**config.mk**
```make
export PLATFORM = sky130hd
export DESIGN_NAME = serial_fifo_mmio_flat
export DESIGN_NICKNAME = d
export VERILOG_FILES = /design/src/rtl/serial_fifo_pkg.sv /design/src/rtl/serial_fifo_mmio_if.sv /design/src/rtl/sync_fifo.sv /design/src/rtl/serial_fifo_mmio.sv /design/src/flat_wrapper.sv
export SDC_FILE = /design/constraint.sdc
export NUM_CORES = 1
export LEC_CHECK = 0
export BUFFER_PORTS_ARGS = -buffer_cell sky130_fd_sc_hd__buf_2
export CELL_PAD_IN_SITES_DETAIL_PLACEMENT = 1
export CELL_PAD_IN_SITES_GLOBAL_PLACEMENT = 1
export CORE_UTILIZATION = 46
export DETAILED_ROUTE_END_ITERATION = 10
export MAX_ROUTING_LAYER = met4
export PLACE_DENSITY = 0.84
export SLEW_MARGIN = 20
export SYNTH_ARGS = -nofsm -noshare
export SYNTH_HDL_FRONTEND = slang
export SYNTH_HIERARCHICAL = 1
export SYNTH_SLANG_ARGS = --single-unit
```
**constraint.sdc**
```tcl
create_clock -name clock -period 2.87 [get_ports clock]
set_input_delay 0.1435 -clock clock [delete_from_list [all_inputs] [get_ports clock]]
set_output_delay 0.1435 -clock clock [all_outputs]
set_load 0.03 [all_outputs]
```
**src/rtl/serial_fifo_pkg.sv**
```systemverilog
// Register map constants shared by the memory-mapped serial port and its bench.
package serial_fifo_pkg;

    localparam logic [1:0] OFF_DATA   = 2'd0;
    localparam logic [1:0] OFF_STATUS = 2'd1;
    localparam logic [1:0] OFF_CTRL   = 2'd2;

    localparam int unsigned ST_RX_COUNT_LSB = 0;
    localparam int unsigned ST_TX_COUNT_LSB = 9;
    localparam int unsigned ST_COUNT_W      = 9;
    localparam int unsigned ST_RX_EMPTY     = 24;
    localparam int unsigned ST_TX_FULL      = 25;
    localparam int unsigned ST_RX_OVF       = 26;
    localparam int unsigned ST_TX_OVF       = 27;
    localparam int unsigned ST_RX_UNF       = 28;

    localparam int unsigned CTRL_RX_FLUSH  = 0;
    localparam int unsigned CTRL_TX_FLUSH  = 1;
    localparam int unsigned CTRL_CLR_FLAGS = 2;
    localparam int unsigned CTRL_LOOPBACK  = 3;

endpackage

```
**src/rtl/serial_fifo_mmio_if.sv**
```systemverilog
// Processor load/store bus seen by the memory-mapped serial port.
interface serial_fifo_mmio_if;

    logic [31:0] addr_in;
    logic [31:0] data_in;
    logic        wren_in;
    logic        rden_in;
    logic [31:0] data_out;

    modport master (output addr_in, data_in, wren_in, rden_in, input data_out);
    modport slave  (input addr_in, data_in, wren_in, rden_in, output data_out);

endinterface

```
**src/rtl/sync_fifo.sv**
```systemverilog
// Single-clock FIFO with extra-MSB pointers; flush has priority over push/pop.
module sync_fifo #(
    parameter int unsigned DATA_W = 8,
    parameter int unsigned DEPTH  = 16
) (
    input  logic                     clock,
    input  logic                     reset,
    input  logic                     push,
    input  logic                     pop,
    input  logic                     flush,
    input  logic [DATA_W-1:0]        wdata,
    output logic                     full,
    output logic                     empty,
    output logic [$clog2(DEPTH):0]   count,
    output logic [DATA_W-1:0]        head
);

    localparam int unsigned AW = $clog2(DEPTH);

    logic [AW:0]       wptr_q, wptr_d, rptr_q, rptr_d;
    logic [DATA_W-1:0] mem_q [DEPTH];
    logic              do_push, do_pop;

    assign empty   = (wptr_q == rptr_q);
    assign full    = (wptr_q[AW] != rptr_q[AW]) && (wptr_q[AW-1:0] == rptr_q[AW-1:0]);
    assign count   = wptr_q - rptr_q;
    assign do_pop  = pop & ~empty;
    // A full FIFO still accepts a push when the head leaves in the same cycle.
    assign do_push = push & (~full | do_pop);
    assign head    = empty ? '0 : mem_q[rptr_q[AW-1:0]];

    always_comb begin
        wptr_d = wptr_q + {{AW{1'b0}}, do_push};
        rptr_d = rptr_q + {{AW{1'b0}}, do_pop};
        if (flush) begin
            wptr_d = '0;
            rptr_d = '0;
        end
    end

    always_ff @(posedge clock or negedge reset) begin
        if (!reset) begin
            wptr_q <= '0;
            rptr_q <= '0;
        end else begin
            wptr_q <= wptr_d;
            rptr_q <= rptr_d;
        end
    end

    always_ff @(posedge clock) begin
        if (do_push) begin
            mem_q[wptr_q[AW-1:0]] <= wdata;
        end
    end

endmodule

```
**src/rtl/serial_fifo_mmio.sv**
```systemverilog
// Memory-mapped serial port with RX/TX FIFOs, STATUS/CTRL registers and sticky errors.
// Optional internal TX->RX loopback when SERIAL_FIFO_LOOPBACK_EN is defined.
module serial_fifo_mmio
    import serial_fifo_pkg::*;
#(
    parameter int unsigned DATA_W    = 8,
    parameter int unsigned DEPTH     = 16,
    parameter logic [31:0] BASE_ADDR = 32'hFFFF_0000
) (
    input  logic               clock,
    input  logic               reset,
    serial_fifo_mmio_if.slave  bus,
    input  logic [DATA_W-1:0]  serial_in,
    input  logic               serial_valid_in,
    output logic               serial_rden_out,
    output logic [DATA_W-1:0]  serial_out,
    input  logic               serial_ready_in,
    output logic               serial_wren_out
);

    localparam int unsigned CW = $clog2(DEPTH) + 1;

    logic              sel, rd_data, wr_data, wr_ctrl;
    logic [1:0]        off;
    logic              rx_flush, tx_flush, clr_flags;
    logic              rx_full, rx_empty, rx_push, rx_pop;
    logic              tx_full, tx_empty, tx_push, tx_pop;
    logic [CW-1:0]     rx_count, tx_count;
    logic [DATA_W-1:0] rx_head, tx_head, rx_wdata;
    logic              rx_ovf_set, tx_ovf_set, rx_unf_set;
    logic              rx_ovf_q, tx_ovf_q, rx_unf_q;
    logic              unused_bits;

    assign sel       = (bus.addr_in[31:4] == BASE_ADDR[31:4]);
    assign off       = bus.addr_in[3:2];
    assign rd_data   = sel & bus.rden_in & (off == OFF_DATA);
    assign wr_data   = sel & bus.wren_in & (off == OFF_DATA);
    assign wr_ctrl   = sel & bus.wren_in & (off == OFF_CTRL);
    assign rx_flush  = wr_ctrl & bus.data_in[CTRL_RX_FLUSH];
    assign tx_flush  = wr_ctrl & bus.data_in[CTRL_TX_FLUSH];
    assign clr_flags = wr_ctrl & bus.data_in[CTRL_CLR_FLAGS];
    assign unused_bits = ^{bus.addr_in[1:0], bus.data_in};

    assign rx_pop     = rd_data & ~rx_empty;
    assign rx_unf_set = rd_data & rx_empty;
    assign tx_push    = wr_data;
    assign tx_ovf_set = wr_data & tx_full & ~tx_pop;
    assign serial_out = tx_head;

`ifdef SERIAL_FIFO_LOOPBACK_EN
    logic loopback_q;

    always_ff @(posedge clock or negedge reset) begin
        if (!reset) begin
            loopback_q <= 1'b0;
        end else if (wr_ctrl) begin
            loopback_q <= bus.data_in[CTRL_LOOPBACK];
        end
    end

    // In loopback the TX head feeds RX directly and the external port is idle.
    assign tx_pop          = ~tx_empty & (loopback_q ? (~rx_full | rx_pop) : serial_ready_in);
    assign rx_push         = loopback_q ? tx_pop : serial_valid_in & (~rx_full | rx_pop);
    assign rx_wdata        = loopback_q ? tx_head : serial_in;
    assign serial_rden_out = ~loopback_q & rx_push;
    assign serial_wren_out = ~loopback_q & tx_pop;
    assign rx_ovf_set      = ~loopback_q & serial_valid_in & rx_full & ~rx_pop;
`else
    assign tx_pop          = ~tx_empty & serial_ready_in;
    assign rx_push         = serial_valid_in & (~rx_full | rx_pop);
    assign rx_wdata        = serial_in;
    assign serial_rden_out = rx_push;
    assign serial_wren_out = tx_pop;
    assign rx_ovf_set      = serial_valid_in & rx_full & ~rx_pop;
`endif

    sync_fifo #(.DATA_W(DATA_W), .DEPTH(DEPTH)) u_rx_fifo (
        .clock (clock),
        .reset (reset),
        .push  (rx_push),
        .pop   (rx_pop),
        .flush (rx_flush),
        .wdata (rx_wdata),
        .full  (rx_full),
        .empty (rx_empty),
        .count (rx_count),
        .head  (rx_head)
    );

    sync_fifo #(.DATA_W(DATA_W), .DEPTH(DEPTH)) u_tx_fifo (
        .clock (clock),
        .reset (reset),
        .push  (tx_push),
        .pop   (tx_pop),
        .flush (tx_flush),
        .wdata (bus.data_in[DATA_W-1:0]),
        .full  (tx_full),
        .empty (tx_empty),
        .count (tx_count),
        .head  (tx_head)
    );

    // A new error in the clearing cycle keeps its flag set.
    always_ff @(posedge clock or negedge reset) begin
        if (!reset) begin
            rx_ovf_q <= 1'b0;
            tx_ovf_q <= 1'b0;
            rx_unf_q <= 1'b0;
        end else begin
            rx_ovf_q <= (rx_ovf_q & ~clr_flags) | rx_ovf_set;
            tx_ovf_q <= (tx_ovf_q & ~clr_flags) | tx_ovf_set;
            rx_unf_q <= (rx_unf_q & ~clr_flags) | rx_unf_set;
        end
    end

    always_comb begin
        bus.data_out = '0;
        if (sel && bus.rden_in) begin
            case (off)
                OFF_DATA: bus.data_out = 32'(rx_head);
                OFF_STATUS: begin
                    bus.data_out[ST_RX_COUNT_LSB +: ST_COUNT_W] = ST_COUNT_W'(rx_count);
                    bus.data_out[ST_TX_COUNT_LSB +: ST_COUNT_W] = ST_COUNT_W'(tx_count);
                    bus.data_out[ST_RX_EMPTY] = rx_empty;
                    bus.data_out[ST_TX_FULL]  = tx_full;
                    bus.data_out[ST_RX_OVF]   = rx_ovf_q;
                    bus.data_out[ST_TX_OVF]   = tx_ovf_q;
                    bus.data_out[ST_RX_UNF]   = rx_unf_q;
                end
`ifdef SERIAL_FIFO_LOOPBACK_EN
                OFF_CTRL: bus.data_out[CTRL_LOOPBACK] = loopback_q;
`endif
                default: bus.data_out = '0;
            endcase
        end
    end

endmodule

```
**src/flat_wrapper.sv**
```systemverilog
// flat-port wrapper written by rule: the top's interface ports become plain ports
module serial_fifo_mmio_flat import serial_fifo_pkg::*;
#(
    parameter int unsigned DATA_W    = 8,
    parameter int unsigned DEPTH     = 16,
    parameter logic [31:0] BASE_ADDR = 32'hFFFF_0000
)
  (clock, reset, serial_in, serial_valid_in, serial_rden_out, serial_out, serial_ready_in, serial_wren_out, bus_addr_in, bus_data_in, bus_wren_in, bus_rden_in, bus_data_out);
  serial_fifo_mmio_if bus_i ();
  input  logic clock;
  input  logic reset;
  input  logic [DATA_W-1:0] serial_in;
  input  logic serial_valid_in;
  output logic serial_rden_out;
  output logic [DATA_W-1:0] serial_out;
  input  logic serial_ready_in;
  output logic serial_wren_out;
  input wire logic [$bits(bus_i.addr_in)-1:0] bus_addr_in;
  input wire logic [$bits(bus_i.data_in)-1:0] bus_data_in;
  input wire logic [$bits(bus_i.wren_in)-1:0] bus_wren_in;
  input wire logic [$bits(bus_i.rden_in)-1:0] bus_rden_in;
  output wire logic [$bits(bus_i.data_out)-1:0] bus_data_out;
  assign bus_i.addr_in = bus_addr_in;
  assign bus_i.data_in = bus_data_in;
  assign bus_i.wren_in = bus_wren_in;
  assign bus_i.rden_in = bus_rden_in;
  assign bus_data_out = bus_i.data_out;
  serial_fifo_mmio #(.DATA_W(DATA_W), .DEPTH(DEPTH), .BASE_ADDR(BASE_ADDR)) u_core (.clock(clock), .reset(reset), .bus(bus_i), .serial_in(serial_in), .serial_valid_in(serial_valid_in), .serial_rden_out(serial_rden_out), .serial_out(serial_out), .serial_ready_in(serial_ready_in), .serial_wren_out(serial_wren_out));
endmodule
```
==> results_dict.tcl <==
set metrics [dict create \
    status "complete, but fails checks" \
    violations "negative setup slack" \
    port_buffers 79 \
    layout.cells.most_common_list "256 x edfxtp_1, 75 x buf_2, 53 x buf_4, 38 x nand2_1" \
    final_common_cell "edfxtp_1" \
    required_ns 2.73 \
    fmax_mhz 345 \
    stdcell_area_mm2 0.0144 \
    start_kind "flip-flop" \
    drtIter0Drc 496 \
    crit_top_cell "buf_6" \
    peakVddDrop_mv 0.468 \
    avgRoutedWirePerCell_um 26.3 \
    detail-route-antenna-nets 0 \
    clk_pin_slew_ns 0.06 \
    multi_input_area_mm2 0.00356 \
    finalClockSkew_ns 0.0100 \
    max-cap-violations 0 \
    timing.final.ws_setup_ns -0.0279 \
    period_share_pct 101 \
    muxShareOfSynthArea_pct 13.0 \
    vias 6747 \
    areaGrowthSynthToFinish_pct 19.8 \
    syn_area_mm2 0.0120 \
    synth_edf_count 256 \
    cellPowerDensity_mw_per_mm2 795 \
    cts_htree_levels 1 \
    antenna_found_initial 0 \
    seq_area_mm2 0.00827 \
    nFillCells 2316 \
    stdcell_count 1166 \
    pin_count 120 \
    first_global_vias 7192 \
    final_max_slew_viol_count 0 \
    critPathMaxStageDelay_ns 0.47 \
    die_w_um 163 \
    routed_wl_mm 30.7 \
    post_drt_via_cell_ratio 5.79 \
    synthSimpleGateAreaFrac_pct 7.14 \
    fin_crit_ns 2.90 \
    cp_max_fo 8 \
    cts-root-buf "clkbuf_16" \
    seq_area_frac_synth_pct 68.9 \
    dp.cells 1097 \
    synth_compound_gate_area_share_pct 3.38 \
    ys_types 49 \
    synthAdderAreaFrac_pct 2.00 \
    drc_errors 0 \
    critPathSlowestCell "dfrtp_2" \
    core-area_mm2 0.0254 \
    insertion_delay_ns 0.55 \
    ys_ff_latch 279 \
    endpoint_kind "output pin" \
    hold_viol_final 0 \
    dieHeight_um 163 \
    initial_core_util_pct 47.2 \
    diodes 0 \
    grt_usage_pct 23.4 \
    path_cells "ha_4 -> nand4_1 -> buf_6 -> o21ai_1 -> buf_4 -> a21oi_1 -> a221o_1 -> a22o_1 -> buf_6" \
    path_class "reg -> out" \
    worstMarginPinSlew_ns 0.547 \
    cts.sinks 279 \
    drive_gt1_share_pct 32.9 \
    final_nets 911 \
    dpl_cell_area_mm2 0.0131 \
    finalSetupViolCount 3 \
    ctsLongestPathBuffers 3 \
    gp_congestion 0.768 \
    syn_avg_cell_area_um2 18.2 \
    design.die.area_mm2 0.0267 \
    synth_top_family_by_area "multiplexers" \
    rsz0062_at_grt "true" \
    syn_inst 660 \
    synthXorXnorAreaFrac_pct 1.61 \
    p_leak_uw 0.00515 \
    grt_pass1_wl_mm 44.1 \
    tritoncts "yes" \
    min_path_type "in -> reg" \
    overflow 0 \
    synthFlopType "edfxtp_1" \
    slew_headroom_pct 63.5 \
    async_flop_share_pct 8.24 \
    firstDrtPassIters 5 \
    grt_max_degree 36 \
    rows 58 \
    cts_buffers 28 \
    synth_warnings 6 \
    dpl.hpwl_mm 18.9 \
    arrival_ns 2.75 \
]
-- registers in the layout, summed over array words and instances, names as in the netlist --
register,flops
u_core/u_rx_fifo/wptr_q,5
u_core/u_rx_fifo/rptr_q,5
u_core/u_tx_fifo/rptr_q,5
u_core/rx_ovf_q,1
u_core/u_rx_fifo/mem_q,128
u_core/rx_unf_q,1
u_core/u_tx_fifo/wptr_q,5
u_core/u_tx_fifo/mem_q,128
u_core/tx_ovf_q,1
-- cell families (layout without fill, tap and decap cells) --
kind of cell	after synthesis	after routing
simple gates	160	160
compound gates	54	54
fa+ha+maj	18	18
xor+xnor	22	22
flops	279	279
other cells	1	14
buf+inv	62	225
mux	64	64
-- metal layers --
layer | up-vias | GRT usage, % | wire (um)
met4 | 0 | 5.78 | 635
li1 | 2921 | - | -
met2 | 309 | 38.9 | 15400
met3 | 49 | 3.48 | 2040
met5 | - | - | 0
met1 | 3468 | 30.4 | 12600
-- per-stage QoR --
stage               utilization, %  hold WS (ns)  TNS (ns)  setup slack, ns  total power [uW]
CTS                           55.8       0.00370         0         0.000751             11300
global placement              51.7         0.163         0           0.0278              7590
finish                        56.5        0.0127   -0.0465          -0.0279             11400
detailed placement            51.7         0.161    -0.500          -0.0629              7750
global route                  56.5        0.0163    -0.456          -0.0493             11800
floorplan                        -        -0.152         0          0.00451              6930
-- synthesized netlist by cell type, types with 3 or more instances --
library cell,number,area (um^2)
clkbuf_1,6,22.5
a221o_1,16,160
inv_1,19,71.3
a22o_1,6,52.6
xnor2_1,14,123
xor2_1,8,70.1
buf_12,4,80.1
ha_1,16,200
buf_6,8,90.1
nand4_1,5,31.3
and2_1,12,75.1
nor3_4,4,65.1
nand2_1,38,143
nand3_1,13,65.1
a21oi_1,20,100
nor3_1,8,40.0
nor2b_1,14,87.6
a21o_1,4,30.0
mux4_2,32,721
dfrtp_1,23,576
nand2b_1,3,18.8
and3_1,6,37.5
nor2_1,44,165
buf_2,4,20.0
edfxtp_1,256,7690
buf_4,16,120
mux4_1,32,841
-- final cells by class --
class                           count  area share [%]
Sequential cell                   279            57.6
Clock inverter                     18            1.05
Inverter                           21           0.662
Clock buffer                       33            5.01
Tap cell                          330            2.88
Multi-Input combinational cell    332            24.8
Timing Repair Buffer              153            8.04
-- worst max-delay path, delay by kind of cell, from the launching register on --
kind	cells	cell delay (ns)
and+or+nand+nor	1	0.11
AOI/OAI and AO/OA	4	0.81
buffers and inverters	3	0.51
adders and majority gates	1	0.29
DFF	1	0.47
-- repair_timing --
item | CTS | global route
hold buffers | 6 | 0
resized for setup | 7 | 21
pin swaps | 5 | 5
cloned | 1 | 0
setup buffers | 2 | 9
hold endpoints to repair | 69 | 0
endpoints found under the setup margin | 23 | 33
-- final timing paths --
check / startpoint / endpoint / slack [ns] / cells past startpoint
max in group asynchronous: reset / u_core/u_rx_fifo/rptr_q[0]$_DFF_PN0_ / 2.34 / 2
min in group asynchronous: reset / u_core/rx_ovf_q$_DFF_PN0_ / 0.13 / 2
setup / recovery: u_core/u_rx_fifo/rptr_q[0]$_DFF_PN0_ / bus_data_out[4] / -0.03 / 9
setup reg to reg: u_core/u_rx_fifo/wptr_q[0]$_DFF_PN0_ / u_core/u_rx_fifo/mem_q[2][5]$_DFFE_PP_ / 0.04 / 12
hold reg to reg: u_core/rx_unf_q$_DFF_PN0_ / u_core/rx_unf_q$_DFF_PN0_ / 0.50 / 1
hold / removal: serial_in[5] / u_core/u_rx_fifo/mem_q[7][5]$_DFFE_PP_ / 0.01 / 1
-- power by group --
group / internal, uW / leakage, uW / switching [uW]
Combinational: 1230 / 0.00213 / 1840
Clock: 1970 / 0.000427 / 1530
Sequential: 4710 / 0.00260 / 131
Total: 7910 / 0.00515 / 3510
Note: power is estimated with default switching activity, not from simulation.
